### src/rtl/cpu_pkg.sv
// Shared CPU definitions: opcode constants, IR field positions and the fetch-state enum.
// Both the fetch unit and the control unit import these.
package cpu_pkg;

  localparam logic [2:0] OP_LW   = 3'b001;
  localparam logic [2:0] OP_ADD  = 3'b010;
  localparam logic [2:0] OP_SW   = 3'b100;
  localparam logic [2:0] OP_JMP  = 3'b110;
  localparam logic [2:0] OP_HALT = 3'b111;

  localparam int OPC_MSB = 15;
  localparam int OPC_LSB = 13;
  localparam int RD_MSB  = 12;
  localparam int RD_LSB  = 10;
  localparam int RS_MSB  = 9;
  localparam int RS_LSB  = 7;
  localparam int RT_MSB  = 6;
  localparam int RT_LSB  = 4;
  localparam int IMM_MSB = 6;
  localparam int IMM_LSB = 0;

  typedef enum logic [2:0] {
    ST_IDLE,
    ST_FETCH,
    ST_DECODE,
    ST_EXEC,
    ST_HALTED
  } fetch_state_t;

  // Opcodes that need the datapath and therefore wait for exec_done.
  function automatic logic is_exec_op(input logic [2:0] op);
    return (op == OP_LW) || (op == OP_SW) || (op == OP_ADD);
  endfunction

  function automatic logic [7:0] sext_imm(input logic [6:0] field);
    return {field[6], field};
  endfunction

endpackage

### src/rtl/instr_fetch_unit_if.sv
// Bus between the fetch unit (slave) and its controller/datapath side (master):
// program-load port, start/exec_done handshake and the decoded IR fields.
interface instr_fetch_unit_if #(
  parameter int INSTR_W = 16,
  parameter int PC_W    = 6
);

  logic               start;
  logic               load_en;
  logic [PC_W-1:0]    load_addr;
  logic [INSTR_W-1:0] load_data;
  logic               exec_done;

  logic [2:0]         opcode;
  logic [2:0]         rd;
  logic [2:0]         rs;
  logic [2:0]         rt;
  logic [7:0]         imm;
  logic               instr_valid;
  logic [PC_W-1:0]    pc;
  logic               busy;
  logic               halted;

  modport master (
    output start, load_en, load_addr, load_data, exec_done,
    input  opcode, rd, rs, rt, imm, instr_valid, pc, busy, halted
  );

  modport slave (
    input  start, load_en, load_addr, load_data, exec_done,
    output opcode, rd, rs, rt, imm, instr_valid, pc, busy, halted
  );

endinterface

### src/rtl/instr_fetch_unit_mem.sv
// Instruction store: synchronous write port for program loading, asynchronous read
// port so FETCH sees the word at pc (including one written on the same edge as start).
module instr_mem #(
  parameter int ADDR_W = 6,
  parameter int DATA_W = 16
) (
  input  logic              clk,
  input  logic              we,
  input  logic [ADDR_W-1:0] waddr,
  input  logic [DATA_W-1:0] wdata,
  input  logic [ADDR_W-1:0] raddr,
  output logic [DATA_W-1:0] rdata
);

  logic [DATA_W-1:0] mem_array [0:(2**ADDR_W)-1];

  always_ff @(posedge clk) begin
    if (we) begin
      mem_array[waddr] <= wdata;
    end
  end

  assign rdata = mem_array[raddr];

endmodule

### src/rtl/instr_fetch_unit.sv
// Multi-cycle fetch/decode sequencer: PC, loadable instruction memory and IR.
// Optional macro IFU_JUMP_EN turns opcode 110 into an absolute jump to imm.
module instr_fetch_unit
  import cpu_pkg::*;
#(
  parameter int         INSTR_W = 16,
  parameter int         PC_W    = 6,
  parameter logic [2:0] HALT_OP = OP_HALT
) (
  input logic              clk,
  input logic              reset,
  instr_fetch_unit_if.slave bus
);

  localparam logic [PC_W-1:0] PC_ONE = {{(PC_W-1){1'b0}}, 1'b1};

  fetch_state_t       state_reg, state_next;
  logic [PC_W-1:0]    pc_reg, pc_next;
  logic [INSTR_W-1:0] ir_reg, ir_next;
  logic [INSTR_W-1:0] mem_rdata;
  logic               mem_we;
  logic [2:0]         opcode;

  assign opcode = ir_reg[OPC_MSB:OPC_LSB];

  // Program loading is only allowed while the sequencer is parked.
  assign mem_we = bus.load_en && ((state_reg == ST_IDLE) || (state_reg == ST_HALTED));

  instr_mem #(
    .ADDR_W (PC_W),
    .DATA_W (INSTR_W)
  ) u_mem (
    .clk   (clk),
    .we    (mem_we),
    .waddr (bus.load_addr),
    .wdata (bus.load_data),
    .raddr (pc_reg),
    .rdata (mem_rdata)
  );

`ifdef IFU_JUMP_EN
  // Jump target: low imm bits, zero-extended when the PC is wider than the field.
  logic [PC_W-1:0] jmp_target;
  genvar gi;
  generate
    for (gi = 0; gi < PC_W; gi++) begin : g_jmp
      if (gi <= IMM_MSB) begin : g_low
        assign jmp_target[gi] = ir_reg[IMM_LSB + gi];
      end else begin : g_zero
        assign jmp_target[gi] = 1'b0;
      end
    end
  endgenerate
`endif

  always_ff @(posedge clk or posedge reset) begin
    if (reset) begin
      state_reg <= ST_IDLE;
      pc_reg    <= '0;
      ir_reg    <= '0;
    end else begin
      state_reg <= state_next;
      pc_reg    <= pc_next;
      ir_reg    <= ir_next;
    end
  end

  always_comb begin
    state_next = state_reg;
    pc_next    = pc_reg;
    ir_next    = ir_reg;
    case (state_reg)
      ST_IDLE, ST_HALTED: begin
        if (bus.start) begin
          pc_next    = '0;
          state_next = ST_FETCH;
        end
      end
      ST_FETCH: begin
        ir_next    = mem_rdata;
        state_next = ST_DECODE;
      end
      ST_DECODE: begin
        if (opcode == HALT_OP) begin
          state_next = ST_HALTED;
        end else if (is_exec_op(opcode)) begin
          state_next = ST_EXEC;
`ifdef IFU_JUMP_EN
        end else if (opcode == OP_JMP) begin
          pc_next    = jmp_target;
          state_next = ST_FETCH;
`endif
        end else begin
          pc_next    = pc_reg + PC_ONE;
          state_next = ST_FETCH;
        end
      end
      ST_EXEC: begin
        if (bus.exec_done) begin
          pc_next    = pc_reg + PC_ONE;
          state_next = ST_FETCH;
        end
      end
      default: begin
        state_next = ST_IDLE;
      end
    endcase
  end

  assign bus.opcode      = opcode;
  assign bus.rd          = ir_reg[RD_MSB:RD_LSB];
  assign bus.rs          = ir_reg[RS_MSB:RS_LSB];
  assign bus.rt          = ir_reg[RT_MSB:RT_LSB];
  assign bus.imm         = sext_imm(ir_reg[IMM_MSB:IMM_LSB]);
  assign bus.pc          = pc_reg;
  assign bus.instr_valid = (state_reg == ST_DECODE) || (state_reg == ST_EXEC);
  assign bus.busy        = (state_reg != ST_IDLE) && (state_reg != ST_HALTED);
  assign bus.halted      = (state_reg == ST_HALTED);

endmodule

### src/flat_wrapper.sv
// flat-port wrapper written by rule: the top's interface ports become plain ports
module instr_fetch_unit_flat import cpu_pkg::*;
#(
  parameter int         INSTR_W = 16,
  parameter int         PC_W    = 6,
  parameter logic [2:0] HALT_OP = OP_HALT
)
  (clk, reset, bus_start, bus_load_en, bus_load_addr, bus_load_data, bus_exec_done, bus_opcode, bus_rd, bus_rs, bus_rt, bus_imm, bus_instr_valid, bus_pc, bus_busy, bus_halted);
  instr_fetch_unit_if #(.INSTR_W(INSTR_W), .PC_W(PC_W)) bus_i ();
  input logic clk;
  input logic reset;
  input wire logic [$bits(bus_i.start)-1:0] bus_start;
  input wire logic [$bits(bus_i.load_en)-1:0] bus_load_en;
  input wire logic [$bits(bus_i.load_addr)-1:0] bus_load_addr;
  input wire logic [$bits(bus_i.load_data)-1:0] bus_load_data;
  input wire logic [$bits(bus_i.exec_done)-1:0] bus_exec_done;
  output wire logic [$bits(bus_i.opcode)-1:0] bus_opcode;
  output wire logic [$bits(bus_i.rd)-1:0] bus_rd;
  output wire logic [$bits(bus_i.rs)-1:0] bus_rs;
  output wire logic [$bits(bus_i.rt)-1:0] bus_rt;
  output wire logic [$bits(bus_i.imm)-1:0] bus_imm;
  output wire logic [$bits(bus_i.instr_valid)-1:0] bus_instr_valid;
  output wire logic [$bits(bus_i.pc)-1:0] bus_pc;
  output wire logic [$bits(bus_i.busy)-1:0] bus_busy;
  output wire logic [$bits(bus_i.halted)-1:0] bus_halted;
  assign bus_i.start = bus_start;
  assign bus_i.load_en = bus_load_en;
  assign bus_i.load_addr = bus_load_addr;
  assign bus_i.load_data = bus_load_data;
  assign bus_i.exec_done = bus_exec_done;
  assign bus_opcode = bus_i.opcode;
  assign bus_rd = bus_i.rd;
  assign bus_rs = bus_i.rs;
  assign bus_rt = bus_i.rt;
  assign bus_imm = bus_i.imm;
  assign bus_instr_valid = bus_i.instr_valid;
  assign bus_pc = bus_i.pc;
  assign bus_busy = bus_i.busy;
  assign bus_halted = bus_i.halted;
  instr_fetch_unit #(.INSTR_W(INSTR_W), .PC_W(PC_W), .HALT_OP(HALT_OP)) u_core (.clk(clk), .reset(reset), .bus(bus_i));
endmodule
### config.mk
export PLATFORM = sky130hd
export DESIGN_NAME = instr_fetch_unit_flat
export DESIGN_NICKNAME = d
export VERILOG_FILES = /design/src/rtl/cpu_pkg.sv /design/src/rtl/instr_fetch_unit_if.sv /design/src/rtl/instr_fetch_unit_mem.sv /design/src/rtl/instr_fetch_unit.sv /design/src/flat_wrapper.sv
export SDC_FILE = /design/constraint.sdc
export NUM_CORES = 1
export LEC_CHECK = 0
export CELL_PAD_IN_SITES_DETAIL_PLACEMENT = 1
export CELL_PAD_IN_SITES_GLOBAL_PLACEMENT = 2
export CORE_MARGIN = 8
export CORE_UTILIZATION = 30
export DETAILED_ROUTE_END_ITERATION = 6
export GPL_TIMING_DRIVEN = 0
export PLACE_DENSITY = 0.63
export SYNTH_ARGS = -nofsm -noshare
export SYNTH_HDL_FRONTEND = slang
export SYNTH_HIERARCHICAL = 1
export SYNTH_SLANG_ARGS = --single-unit
### constraint.sdc
create_clock -name clk -period 3.3 [get_ports clk]
set_input_delay 0.825 -clock clk [delete_from_list [all_inputs] [get_ports clk]]
set_output_delay 0.825 -clock clk [all_outputs]
set_load 0.02 [all_outputs]
After elaboration in Yosys (flattened, before gate mapping)
Memories as Yosys holds them, arrays and structs flattened. A register that Yosys moved wholly into a read port is not among the register bits.
Cells that the tools add are included.

cells by class
  add/subtract/negate cells = 1
  eq/ne operators = 13
  multiplexer cells = 12
  reduce and logical (&&, ||, !) cells = 12

operators by type and width
  operator               count
  $mux W6                4
  $pmux W6 S3            1
  $pmux W3 S4            1
  $eq A3 B2 Y1 const B   3
  $eq A3 B3 Y1 const B   3
  $mux W3                3
  $ne A2 B2 Y1 const B   4
  $add A6 B1 Y6 const B  1
  $eq A3 B1 Y1 const B   2
  $reduce_bool A3 Y1     2
  $reduce_and A5 Y1      1
  $logic_or A1 B1 Y1     4
  $logic_not A3 Y1       1
  $ne A3 B3 Y1 const B   1
  $logic_and A1 B1 Y1    2
  $mux W1                2
  $mux W2                1
  $reduce_and A2 Y1      1
  $reduce_or A2 Y1       1

word-level totals
  register bits after elaboration = 9
  memory bits (writable) = 1024
  output and inout port bits = 29
  logic and storage cells = 41
  memories = 1

memory list
  memory                  depth  width  read ports  clocked after Yosys merged registers in  write ports  RTL line                    RTL
  u_core.u_mem.mem_array  64     16     1           1                                        1            instr_fetch_unit_mem.sv:15  logic [DATA_W-1:0] mem_array [0:(2**ADDR_W)-1];

Logic depth before layout (Yosys ltp)
  depth after elaboration = 6
  gate-level depth with buffers = 11
  depth with buffers taken out = 6

Hierarchy
Netlist, hierarchy kept.

modules (own cells, without submodules)
  module            instances  cells an instance  area an instance (um^2)  seq. area each (um^2)
  instr_mem         1          1813               39721.8                  30749.5
  instr_fetch_unit  1          111                1291.2                   625.6

Worst setup path after synthesis
Ideal clock, no wire load.

  path kind = in2reg
  start = input port bus_load_en
  end = memory u_core.u_mem.mem_array[48][0], enable pin
  library setup time = 0.409 ns
  arrival = 2.509 ns
  required time = 2.891 ns
  path slack = 0.382 ns
  stages = 4
  path buffers = 0
  cells stage by stage = and2_1 nor2b_1 nand4b_1 nor3_1

on the way
  cells in the longest elaborated chain, start to end = 3

ends and longest elaborated chain
  what                           RTL line                    RTL
  start, declared                flat_wrapper.sv:13          input wire logic [$bits(bus_i.load_en)-1:0] bus_load_en;
  $logic_and A1 B1 Y1            instr_fetch_unit.sv:27      assign mem_we = bus.load_en && ((state_reg == ST_IDLE) || (state_reg == ST_HALTED));
  $mux W1                        instr_fetch_unit_mem.sv:18  if (we) begin
  $mux W1 (implied by the code)  instr_fetch_unit_mem.sv:19  mem_array[waddr] <= wdata;
  end, declared                  instr_fetch_unit_mem.sv:15

Every way passes these cells.

Worst setup path after layout
  start = register u_core.state_reg[1]
  end = memory u_core.u_mem.mem_array[24][9], enable pin

on the way
  cells in the longest elaborated chain, start to end = 5
  elaborated cells between the ends (all ways) = 6
  those cells by class = eq/ne (1); mux (2); reduce/logical (3)

ends and longest elaborated chain
  what                                                     RTL line                    RTL
  start, declared                                          instr_fetch_unit.sv:17      fetch_state_t state_reg, state_next;
  start signal, assigned                                   instr_fetch_unit.sv:62      state_reg <= state_next;
  $eq A3 B3 Y1 / $logic_not A3 Y1 (equally long branches)  instr_fetch_unit.sv:27
  $logic_or A1 B1 Y1 (*)                                   instr_fetch_unit.sv:27
  $logic_and A1 B1 Y1 (*)                                  instr_fetch_unit.sv:27
  named net u_core.mem_we                                  instr_fetch_unit.sv:21      logic mem_we;
  $mux W1 (*)                                              instr_fetch_unit_mem.sv:18
  $mux W1 (implied by the code) (*)                        instr_fetch_unit_mem.sv:19

Mark *: on every way through the listed nets, which the timed path passes. The rest lies on a longest branch.

==> key figures <==
Synth
  – Post-synth EDFFs: 1024
  – Avg Cell Area, Syn: 21.3 µm²
  – Most instantiated library cell after synthesis: edfxtp_1
  – Syn Inst Count: 1924
  – Register area share after synthesis: 0.765
  – Syn Nets: 1952
  – Synth cell types: 60
  – Yosys top cell by area: edfxtp_1
  – Main synth FF type: edfxtp_1
  – Synth top area share: 0.750
  – Post-synth top cells: 1024 x edfxtp_1, 220 x mux4_2, 85 x mux2i_1
  – FFs w/ async S/R, synth: 0.0238
  – Synth area leaders: edfxtp_1 75%, mux4_2 12%, mux2i_1 2.1%, dfrtp_1 1.5%, mux2_2 1.2%
  – Cell Area, Synth: 41000 µm²
  – Yosys reg bits: 1049
  – Total of warnings raised by yosys: 6

Setup path
  – Critical path startpoint category: register
  – CP Max Fanout: 12
  – Critical-path top delay cell: nor2_2
  – Crit. End Element: register
  – R2R Path End: u_core/u_mem/mem_array[24][9]$_DFFE_PP_
  – R2r startpoint: u_core/state_reg[1]$_DFFE_PP0P_
  – Worst Setup SP: u_core/state_reg[1]$_DFFE_PP0P_
  – R2R depth: 7
  – Reg2reg setup slack: -0.11 ns
  – Max incr delay on CP: 0.61 ns
  – Critical path class: register to register
  – Crit-path cells: buf_6 > nor2_1 > and2_1 > nor2b_1 > nand2_1 > nor2_2 > buf_16
  – Worst Path Required: 3.68 ns
  – CP arrival: 3.79 ns

STA
  – Slew @ Worst Pin: 1.03 ns
  – Fin. max-slew vios: 0
  – Fmax: 293 MHz
  – Setup violators final: 167
  – RSZ-0062 raised after global routing: yes
  – Clock Skew: 0.0180 ns
  – Hold WS: 0.510 ns
  – Minimum clock period: 3.41 ns
  – Crit share post-route: 1.03
  – Final hold vios: 0
  – Final Worst Setup Slack: -0.111 ns
  – Relative slew slack: 0.310

Finish
  – Finished Cell Area: 49300 µm²
  – Fin util: 0.364
  – Fill cells: 13100
  – Area Overhead vs Synth: 20.3%
  – Share of cells above drive strength 1: 0.332
  – Max reg flops: 1024
  – Final layout net count: 2184
  – Post-route insts no fill: 4028

GRT
  – GRT Total Usage: 0.157
  – Largest net degree at the start of global routing: 65
  – Vias in the first global route: 21600
  – GRT overflow: 0
  – Initial antenna violation count: 11
  – First-pass GRT wire length: 166 mm

Power
  – Lkg Pwr: 15.2 nW
  – Peak VDD IR: 0.450 mV
  – Pwr Density: 798 nW/µm²

Status
  – Status: finished with violations
  – Failing checks: negative setup slack

Die
  – Die Span Y: 386 µm
  – Core Box Area: 136000 µm²
  – Die Wd: 386 µm
  – Io pins: 56
  – Die area: 149000 µm²
  – Rows: 135
  – Initial Utilization: 0.302

CTS
  – Htree depth: 3
  – CTS Root Cell: clkbuf_16
  – Clock tree buffer depth: 3
  – Hold_buf cts: 0
  – Clk_lat worst skew: 0.69 ns
  – CTS buffer count: 108
  – CTS tree: done
  – CTS sink count: 1049
  – Clock transition at path regs: 0.06 ns

Routing
  – Wire per inst: 29.4 µm
  – Drt pass-1 iters: 5
  – Detail Route Antenna Nets: 0
  – WL final: 118 mm
  – DR iter-0 viols: 2220
  – Remaining DRCs: 0
  – Via Count: 20600
  – Average vias per placed instance: 5.12

Placed design
  – Dpl ws: -1.08 ns
  – GPL Wtd Cong: 0.821
  – Post-Place Cells: 3822
  – Post-DP Area: 44900 µm²
  – I/O Buffers: 50
  – Final HPWL DP: 82.2 mm

Min path
  – Hold path cells: 1
  – Hold Path Class: register to register
  – WHS Endpoint: u_core/ir_reg[1]$_DFFE_PP0N_
  – Hold path start: u_core/ir_reg[1]$_DFFE_PP0N_

Flow run
  – Maxcap violations: 0
[critical path: cells and delay by family, from the launching register on]
family | cells | cell delay [ns]
buffers and inverters | 2 | 0.40
AND/OR/NAND/NOR | 5 | 2.22
flip-flops | 1 | 0.46
[kinds of logic (layout without fill, tap and decap cells)]
kind of cell | Yosys count | count (layout) | share of synthesized area
xor+xnor | 1 | 1 | 0.000214
compound gates | 150 | 150 | 0.0275
other cells | 0 | 2 | 0
flops | 1049 | 1049 | 0.765
buf+inv | 119 | 440 | 0.0203
fa+ha+maj | 1 | 1 | 0.000305
mux | 353 | 353 | 0.156
simple gates | 251 | 251 | 0.0305
[what timing repair did]
item                       in CTS  in global routing
pin swaps                       2                  5
resized for setup              84                 34
setup buffers                   3                  3
setup endpoints to repair     347                374
[report_power, final]
part	total [W]	switching (W)	leakage, nW	internal [W]
clock	0.0129	0.00514	1.83	0.00776
combinational	0.0114	0.00680	3.84	0.00459
sequential	0.0151	0.000262	9.49	0.0148
[cell usage in the layout, fill, tap and decap left out, types with 27 or more instances in the layout]
cell             netlist  layout
clkbuf_1              26      36
buf_4                 18      34
nor2b_1               31      31
buf_6                 20      27
clkdlybuf4s50_1        0      34
mux2i_1               85      77
edfxtp_1            1024    1024
buf_8                  3      43
buf_2                 37      36
nand2_1               63      62
clkbuf_16              0     113
a22oi_1               39      38
mux2_2                44      44
nor2_2                 2      46
mux4_2               220     220
[per-stage QoR]
stage	total power, W	TNS [ns]
floorplan	0.0217	0
global placement	0.0260	-1444.72
detailed placement	0.0262	-320.83
CTS	0.0395	-1.62
global route	0.0407	-34.77
finish	0.0394	-9.20
[worst max-delay path by stage]
stage               slack, ns  cells after the start                                        to
finish                  -0.11                      7   u_core/u_mem/mem_array[24][9]$_DFFE_PP_
global route            -0.24                      7  u_core/u_mem/mem_array[46][13]$_DFFE_PP_
CTS                     -0.13                     10             u_core/ir_reg[11]$_DFFE_PP0N_
detailed placement      -1.08                      4   u_core/u_mem/mem_array[47][4]$_DFFE_PP_
global placement        -1.28                      5   u_core/u_mem/mem_array[62][3]$_DFFE_PP_
floorplan                0.38                      4   u_core/u_mem/mem_array[48][0]$_DFFE_PP_
[routing by layer]
metal	share of wire	track usage	vias to the layer above	routed length (µm)
li1	-	-	8535	-
met1	0.43	0.213	11300	50900
met2	0.47	0.253	642	56100
met3	0.066	0.0323	175	7840
met4	0.030	0.0500	4	3570
met5	0.00023	0	-	27
[layout make-up]
class | count | area, µm² | area share
antenna | 2 | 5.00 | 0.000101
buffer | 114 | 863 | 0.0175
clock buffer | 130 | 2910 | 0.0590
clock inverter | 69 | 855 | 0.0173
inverter | 4 | 15.0 | 0.000304
multi-input combinational | 756 | 9470 | 0.192
sequential | 1049 | 31400 | 0.636
tap | 1781 | 2230 | 0.0452
timing repair buffer | 123 | 1620 | 0.0328
Note: power is estimated with default switching activity, not from simulation.
